==> config.mk <==
export PLATFORM = sky130hd
export DESIGN_NAME = dianti_sched_flat
export DESIGN_NICKNAME = d
export VERILOG_FILES = /design/src/rtl/dianti_sched_if.sv /design/src/rtl/dianti_sched.sv /design/src/flat_wrapper.sv
export SDC_FILE = /design/constraint.sdc
export NUM_CORES = 1
export LEC_CHECK = 0
export ABC_CLOCK_PERIOD_IN_PS = 8200
export CORE_MARGIN = 3
export CORE_UTILIZATION = 53
export CTS_CLUSTER_SIZE = 25
export DETAILED_ROUTE_END_ITERATION = 10
export HOLD_SLACK_MARGIN = 0.02
export PLACE_DENSITY = 0.9
export SYNTH_ARGS = -nofsm -noshare
export SYNTH_HDL_FRONTEND = slang
export SYNTH_SLANG_ARGS = --single-unit
==> constraint.sdc <==
create_clock -name clk -period 8.2 [get_ports clk]
set_clock_uncertainty 0.05 [all_clocks]
set_input_delay 0.82 -clock clk [delete_from_list [all_inputs] [get_ports clk]]
set_output_delay 0.82 -clock clk [all_outputs]
set_load 0.01 [all_outputs]
==> src/rtl/dianti_sched_if.sv <==
// Request/status bundle between a button panel and the elevator scheduler.
// Latency: none, plain wires.
// Backpressure: none, request pulses are always accepted.
interface dianti_sched_if;
   logic [3:0] car_req;
   logic [2:0] hall_up;
   logic [2:0] hall_dn;
   logic [7:0] fl_num;
   logic [7:0] curr_st;
   logic [3:0] run_state;
   logic [3:0] door_state;
   logic [3:0] car_lamp;
   logic [2:0] up_lamp;
   logic [2:0] dn_lamp;

   // Panel side: drives button pulses, observes car status.
   modport master (
      output car_req, hall_up, hall_dn,
      input  fl_num, curr_st, run_state, door_state, car_lamp, up_lamp, dn_lamp
   );

   // Scheduler side.
   modport slave (
      input  car_req, hall_up, hall_dn,
      output fl_num, curr_st, run_state, door_state, car_lamp, up_lamp, dn_lamp
   );
endinterface

==> src/rtl/dianti_sched.sv <==
// Four-floor elevator scheduler: latches buttons, picks direction, times travel and door.
// Latency: button pulse shows on its lamp one cycle later; all outputs registered.
// Backpressure: none, pulses always latch; repeats on a pending bit are absorbed.
module dianti_sched #(
   parameter int TICKS_PER_FLOOR = 570,
   parameter int DOOR_TICKS      = 380
) (
   input  logic         clk,
   input  logic         rst_n,   // active-high synchronous reset despite the name
   dianti_sched_if.slave bus
);

   typedef enum logic [7:0] {
      ST_IDLE = 8'd1,
      ST_UP   = 8'd2,
      ST_DOWN = 8'd3,
      ST_OPEN = 8'd4
   } state_t;

   typedef enum logic [1:0] {
      DIR_NONE = 2'd0,
      DIR_UP   = 2'd1,
      DIR_DN   = 2'd2
   } dir_t;

   localparam int TW = $clog2(TICKS_PER_FLOOR + 1);
   localparam int DW = $clog2(DOOR_TICKS + 1);
   localparam logic [TW-1:0] T_LAST = TW'(TICKS_PER_FLOOR - 1);
   localparam logic [DW-1:0] D_LAST = DW'(DOOR_TICKS - 1);

   localparam logic [3:0] RUN_UP    = 4'd10;
   localparam logic [3:0] RUN_DN    = 4'd11;
   localparam logic [3:0] RUN_STOP  = 4'd12;
   localparam logic [3:0] DOOR_OPEN = 4'd13;
   localparam logic [3:0] DOOR_SHUT = 4'd14;

   state_t        st;
   dir_t          dir;
   logic [2:0]    fl;        // 1..4
   logic [TW-1:0] tcnt;
   logic [DW-1:0] dcnt;
   logic [3:0]    car_q;
   logic [2:0]    up_q;
   logic [2:0]    dn_q;
   logic [3:0]    run_q;
   logic [3:0]    door_q;

   // Any bit set strictly above / below floor index i (0-based).
   function automatic logic above_of(input logic [3:0] v, input logic [1:0] i);
      return |(v & (4'b1110 << i));
   endfunction

   function automatic logic below_of(input logic [3:0] v, input logic [1:0] i);
      return |(v & ~(4'b1111 << i));
   endfunction

   // Pending requests including this cycle's pulses, re-indexed so bit i = floor i+1.
   logic [2:0] up_p, dn_p;
   logic [3:0] car_p, up_f, dn_f, any_f, hu_f, hd_f;
   logic [1:0] f, nf;
   logic [3:0] sel_f, sel_nf;
   logic       here_req, abv, blw, nabv, nblw, arrive, stop, pulse_here;

   assign car_p = car_q | bus.car_req;
   assign up_p  = up_q | bus.hall_up;
   assign dn_p  = dn_q | bus.hall_dn;
   assign up_f  = {1'b0, up_p};
   assign dn_f  = {dn_p, 1'b0};
   assign hu_f  = {1'b0, bus.hall_up};
   assign hd_f  = {bus.hall_dn, 1'b0};
   assign any_f = car_p | up_f | dn_f;

   assign f      = 2'(fl - 3'd1);
   // Next floor only matters while moving; UP never runs at floor 4 nor DOWN at floor 1.
   assign nf     = (st == ST_DOWN) ? (f - 2'd1) : (f + 2'd1);
   assign sel_f  = 4'b0001 << f;
   assign sel_nf = 4'b0001 << nf;

   assign here_req   = any_f[f];
   assign abv        = above_of(any_f, f);
   assign blw        = below_of(any_f, f);
   assign nabv       = above_of(any_f, nf);
   assign nblw       = below_of(any_f, nf);
   assign arrive     = ((st == ST_UP) || (st == ST_DOWN)) && (tcnt == T_LAST);
   assign stop       = arrive && ((st == ST_UP) ? (car_p[nf] | up_f[nf] | ~nabv)
                                                : (car_p[nf] | dn_f[nf] | ~nblw));
   assign pulse_here = |(sel_f & (bus.car_req | hu_f | hd_f));

   // Which pending bits are served this cycle (floor-indexed).
   logic [3:0] clr_car, clr_up, clr_dn;
   always_comb begin
      clr_car = 4'b0;
      clr_up  = 4'b0;
      clr_dn  = 4'b0;
      case (st)
         ST_IDLE: begin
            if (here_req) begin
               clr_car = sel_f;
               clr_up  = sel_f;
               clr_dn  = sel_f;
            end
         end
         ST_UP: begin
            if (stop) begin
               clr_car = sel_nf;
               clr_up  = sel_nf;
               // Reversal here: the down call is answered by this same stop.
               if (!nabv) clr_dn = sel_nf;
            end
         end
         ST_DOWN: begin
            if (stop) begin
               clr_car = sel_nf;
               clr_dn  = sel_nf;
               if (!nblw) clr_up = sel_nf;
            end
         end
         ST_OPEN: begin
            // A fresh press at the open floor is answered by the open door.
            clr_car = sel_f & bus.car_req;
            clr_up  = sel_f & hu_f;
            clr_dn  = sel_f & hd_f;
         end
         default: ;
      endcase
   end

   // Scheduler FSM, counters, floor and lamp registers.
   always_ff @(posedge clk) begin
      if (rst_n) begin
         st     <= ST_IDLE;
         dir    <= DIR_NONE;
         fl     <= 3'd1;
         tcnt   <= '0;
         dcnt   <= '0;
         car_q  <= '0;
         up_q   <= '0;
         dn_q   <= '0;
         run_q  <= RUN_STOP;
         door_q <= DOOR_SHUT;
      end else begin
         car_q <= car_p & ~clr_car;
         up_q  <= up_p & ~clr_up[2:0];
         dn_q  <= dn_p & ~clr_dn[3:1];
         case (st)
            ST_IDLE: begin
               if (here_req) begin
                  st     <= ST_OPEN;
                  dcnt   <= '0;
                  run_q  <= RUN_STOP;
                  door_q <= DOOR_OPEN;
               end else if ((dir == DIR_UP && abv) || (dir != DIR_DN && abv)) begin
                  st    <= ST_UP;
                  dir   <= DIR_UP;
                  tcnt  <= '0;
                  run_q <= RUN_UP;
               end else if (blw) begin
                  st    <= ST_DOWN;
                  dir   <= DIR_DN;
                  tcnt  <= '0;
                  run_q <= RUN_DN;
               end else if (abv) begin
                  // Last went down, nothing below: turn around.
                  st    <= ST_UP;
                  dir   <= DIR_UP;
                  tcnt  <= '0;
                  run_q <= RUN_UP;
               end else begin
                  dir <= DIR_NONE;
               end
            end
            ST_UP, ST_DOWN: begin
               if (arrive) begin
                  fl   <= (st == ST_UP) ? (fl + 3'd1) : (fl - 3'd1);
                  tcnt <= '0;
                  if (stop) begin
                     st     <= ST_OPEN;
                     dcnt   <= '0;
                     run_q  <= RUN_STOP;
                     door_q <= DOOR_OPEN;
                  end
               end else begin
                  tcnt <= tcnt + 1'b1;
               end
            end
            ST_OPEN: begin
               if (pulse_here) begin
                  dcnt <= '0;
               end else if (dcnt == D_LAST) begin
                  st     <= ST_IDLE;
                  run_q  <= RUN_STOP;
                  door_q <= DOOR_SHUT;
               end else begin
                  dcnt <= dcnt + 1'b1;
               end
            end
            default: begin
               st     <= ST_IDLE;
               run_q  <= RUN_STOP;
               door_q <= DOOR_SHUT;
            end
         endcase
      end
   end

   assign bus.fl_num     = {5'd0, fl};
   assign bus.curr_st    = st;
   assign bus.run_state  = run_q;
   assign bus.door_state = door_q;
   assign bus.car_lamp   = car_q;
   assign bus.up_lamp    = up_q;
   assign bus.dn_lamp    = dn_q;

endmodule

==> src/flat_wrapper.sv <==
// flat-port wrapper written by rule: the top's interface ports become plain ports
module dianti_sched_flat 
#(
   parameter int TICKS_PER_FLOOR = 570,
   parameter int DOOR_TICKS      = 380
)
  (clk, rst_n, bus_car_req, bus_hall_up, bus_hall_dn, bus_fl_num, bus_curr_st, bus_run_state, bus_door_state, bus_car_lamp, bus_up_lamp, bus_dn_lamp);
  dianti_sched_if bus_i ();
  input  logic clk;
  input  logic rst_n;
  input wire logic [$bits(bus_i.car_req)-1:0] bus_car_req;
  input wire logic [$bits(bus_i.hall_up)-1:0] bus_hall_up;
  input wire logic [$bits(bus_i.hall_dn)-1:0] bus_hall_dn;
  output wire logic [$bits(bus_i.fl_num)-1:0] bus_fl_num;
  output wire logic [$bits(bus_i.curr_st)-1:0] bus_curr_st;
  output wire logic [$bits(bus_i.run_state)-1:0] bus_run_state;
  output wire logic [$bits(bus_i.door_state)-1:0] bus_door_state;
  output wire logic [$bits(bus_i.car_lamp)-1:0] bus_car_lamp;
  output wire logic [$bits(bus_i.up_lamp)-1:0] bus_up_lamp;
  output wire logic [$bits(bus_i.dn_lamp)-1:0] bus_dn_lamp;
  assign bus_i.car_req = bus_car_req;
  assign bus_i.hall_up = bus_hall_up;
  assign bus_i.hall_dn = bus_hall_dn;
  assign bus_fl_num = bus_i.fl_num;
  assign bus_curr_st = bus_i.curr_st;
  assign bus_run_state = bus_i.run_state;
  assign bus_door_state = bus_i.door_state;
  assign bus_car_lamp = bus_i.car_lamp;
  assign bus_up_lamp = bus_i.up_lamp;
  assign bus_dn_lamp = bus_i.dn_lamp;
  dianti_sched #(.TICKS_PER_FLOOR(TICKS_PER_FLOOR), .DOOR_TICKS(DOOR_TICKS)) u_core (.clk(clk), .rst_n(rst_n), .bus(bus_i));
endmodule
==> results.py <==
metrics = {
    "run": {
        "max-cap-violations": 0,
    },
    "cts": {
        "insertion_delay_ns": 0.30,
        "hold_buffers": 0,
        "clkSlewWorstSetupHoldPaths_ns": 0.08,
        "cts_buffers": 5,
        "cts-root-buf": "clkbuf_8",
        "cts_sinks": 42,
        "postCtsResizedCells": 0,
        "cts_tree": "done",
        "cts_setup_buffers": 0,
        "cts_buffer_depth": 2,
        "h-tree-depth": 2,
    },
    "floorplanning": {
        "fp.dieH_um": 76.40,
        "die-area_sq_um": 5836,
        "start_util": 0.5754,
        "num_rows": 24,
        "io_pins": 46,
        "die_w_um": 76.40,
        "core_sq_um": 4564,
    },
    "critical_path": {
        "critical_path.endpoint": "u_core.bus.car_lamp[0]",
        "end_kind": "flip-flop",
        "reg2reg_to": "u_core.bus.car_lamp[0]",
        "cp_max_fo": 14,
        "r2r_slack_ns": 4.28,
        "cp-startpoint": "u_core.fl[0]",
        "r2r-start": "u_core.fl[0]",
        "worstPathRequired_ns": 8.36,
        "reg2reg_depth": 12,
        "worstPathArrival_ns": 4.09,
        "path_class": "reg2reg",
        "cp-start-kind": "flip-flop",
    },
    "sta": {
        "grt_setup_unrepaired": "no",
        "setup_viol": 0,
        "final.period_utilization": 0.4785,
        "hold_viol": 0,
        "layout_setup_ws_ns": 4.276,
        "finalSetupTns_ns": 0,
        "max_freq_mhz": 254.8,
        "slew_headroom": 0.1995,
        "finalCriticalPeriod_ns": 3.924,
        "drv_slew": 0,
        "worstMarginPinSlew_ns": 1.192,
    },
    "placement": {
        "place_ws_ns": 4.416,
        "port_buffers": 32,
        "hpwl_mm": 4.678,
        "placed_cells": 403,
        "place.gp.congestion": 0.9933,
    },
    "pwr": {
        "p_leak_uw": 0.001135,
        "p_sw_frac": 0.3484,
        "power_frac_seq": 0.387,
        "power_frac_comb": 0.353,
        "peakVddDrop_mv": 0.1422,
        "p_sw_uw": 224.0,
        "power.internal_uw": 418.8,
        "total_power_uw": 642.8,
        "power_density_nw_per_um2": 210.6,
        "clockPowerShare": 0.260,
    },
    "routing": {
        "drt_iter0_drc": 348,
        "routed_wl_mm": 6.346,
        "wl_per_cell_um": 15.48,
        "antenna_left": 0,
        "remaining_drc_errors": 0,
        "firstDrtPassIters": 5,
        "vias_per_cell": 6.122,
        "dr_total_vias": 2510,
    },
    "final_layout": {
        "drive_above_1_share": 0.08986,
        "fin_nets": 368,
        "final_cells": 410,
        "syn_to_final_growth_pct": 16.20,
        "diodes": 0,
    },
    "synth": {
        "synth_edf_count": 0,
        "synth_top_area_frac": 0.3202,
        "yosysSeqAreaShare": 0.3202,
        "syn_inst": 314,
        "ys_types": 59,
        "synthArstFlopShare": 0,
        "netlist_area_sq_um": 2626,
        "syn_area_per_cell_sq_um": 8.364,
        "synth_area_leaders": "dfxtp_1 32%, nor2_1 6.1%, ha_1 5.2%",
        "ys_seq_elements": 42,
        "synth_area_leader_cell": "dfxtp_1",
        "synth-main-ff-cell": "dfxtp_1",
        "yosys_warnings": 0,
    },
    "global_routing": {
        "antenna_found_initial": 0,
        "grt_pass1_wl_mm": 10.76,
        "grtUsageTotal": 0.2214,
        "first_global_vias": 2335,
        "grt.overflow.total": 0,
        "grt_max_degree": 33,
    },
    "hold_path": {
        "hold_path_class": "reg2reg",
    },
    "status": {
        "status": "finished, final reports clean",
    },
}
[power by group through the flow]
stage          Sequential [uW]  Clock, uW  Combinational [uW]
3_5_place_dp               253          0                 222
6_report                   249        167                 227
4_1_cts                    248        170                 223
5_1_grt                    251        179                 248
2_1_floorplan              252          0                 151
3_3_place_gp               252          0                 216
[stage by stage]
| step | instance area (sq um) | hold WS, ns | utilization |
|---|---|---|---|
| after global routing | 3052 | 0.4521 | 0.6686 |
| after CTS | 3052 | 0.4240 | 0.6686 |
| final | 3052 | 0.4185 | 0.6686 |
| after global placement | 2939 | 0.4048 | 0.6439 |
| after floorplan | 2668 | 0.3952 | - |
| after detailed placement | 2939 | 0.4065 | 0.6439 |
[cell families (layout without fill, tap and decap cells)]
logic type / after synthesis / in the layout / synth area share
mux: 6 / 6 / 0.02906
other cells: 2 / 13 / 0.002860
fa+ha+maj: 11 / 11 / 0.05241
simple gates: 120 / 120 / 0.2239
buf+inv: 32 / 52 / 0.07098
compound gates: 94 / 94 / 0.2773
xor+xnor: 7 / 7 / 0.02334
flops: 42 / 42 / 0.3202
[layout make-up]
class | count | area, sq um
Inverter | 11 | 41.29
Fill cell | 381 | 1513
Timing Repair Buffer | 34 | 335.3
Clock buffer | 6 | 82.58
Tap cell | 65 | 81.33
Multi-Input combinational cell | 251 | 1640
Sequential cell | 42 | 840.8
Clock inverter | 1 | 30.03
[metal layers]
layer / part of all wire / vias to the layer above / GRT usage
li1: - / 1189 / -
met1: 0.42 / 1164 / 0.2827
met2: 0.47 / 139 / 0.3647
met3: 0.084 / 18 / 0.04728
met4: 0.021 / 0 / 0.08514
met5: 0 / - / 0
[cell usage in the layout, fill, tap and decap left out, types with 3 or more instances in the layout]
master	instances
a2111oi_0	3
nor3_1	11
o21ai_0	18
a211o_1	5
dfxtp_1	42
a22o_2	3
nand2b_1	4
clkdlybuf4s50_1	32
clkbuf_8	6
inv_1	11
xnor2_1	7
nor2_1	43
or3_1	3
a221o_1	7
nor4_2	3
nand3_1	10
a31oi_1	7
nor2b_1	4
ha_1	11
nand2_1	23
a21o_1	4
o31ai_1	3
conb_1	13
a21oi_1	23
mux2i_1	4
and3_1	6
[synth_stat cells, drive strengths merged (4+ instances only)]
cell type	instances
a211o	6
inv	11
nor4	5
nor3	11
a21oi	25
nand2b	4
dfxtp	42
a221o	9
nor2	43
o21ai	18
nand3	10
a2111oi	5
a21o	4
nor2b	4
clkbuf	4
a31oi	9
nand2	23
ha	11
xnor2	7
mux2i	4
and3	6
and2	4
buf	17
[how the worst min path moves through the flow]
| stage | start | endpoint | slack (ns) | cells past startpoint |
|---|---|---|---|---|
| after global routing | u_core.bus.run_state[2] | u_core.bus.run_state[2] | 0.45 | 1 |
| after global placement | u_core.bus.run_state[2] | u_core.bus.run_state[2] | 0.40 | 1 |
| after detailed placement | u_core.bus.door_state[0] | u_core.bus.door_state[0] | 0.41 | 1 |
| after CTS | u_core.bus.door_state[0] | u_core.bus.door_state[0] | 0.42 | 1 |
| final | u_core.bus.run_state[2] | u_core.bus.run_state[2] | 0.42 | 1 |
| after floorplan | u_core.dir[1] | u_core.dir[1] | 0.40 | 2 |
[critical path, cell delays in order (launching register included)]
cell	delay, ns
dfxtp_1	0.67
inv_1	0.32
ha_1	0.48
inv_1	0.14
xnor2_1	0.29
ha_1	0.38
nor3_1	0.22
a21oi_1	0.06
o21ai_0	0.18
a32o_2	0.26
a21oi_2	0.15
a221o_1	0.40
a311oi_1	0.25
[registers in the layout (all words and copies together) (netlist names), 3 cells and up]
name                  flops
u_core.bus.curr_st        3
u_core.bus.up_lamp        3
u_core.dcnt               9
u_core.fl                 3
u_core.bus.car_lamp       4
u_core.tcnt              10
u_core.bus.run_state      3
u_core.bus.dn_lamp        3
Power figures use the tool's default switching activity.
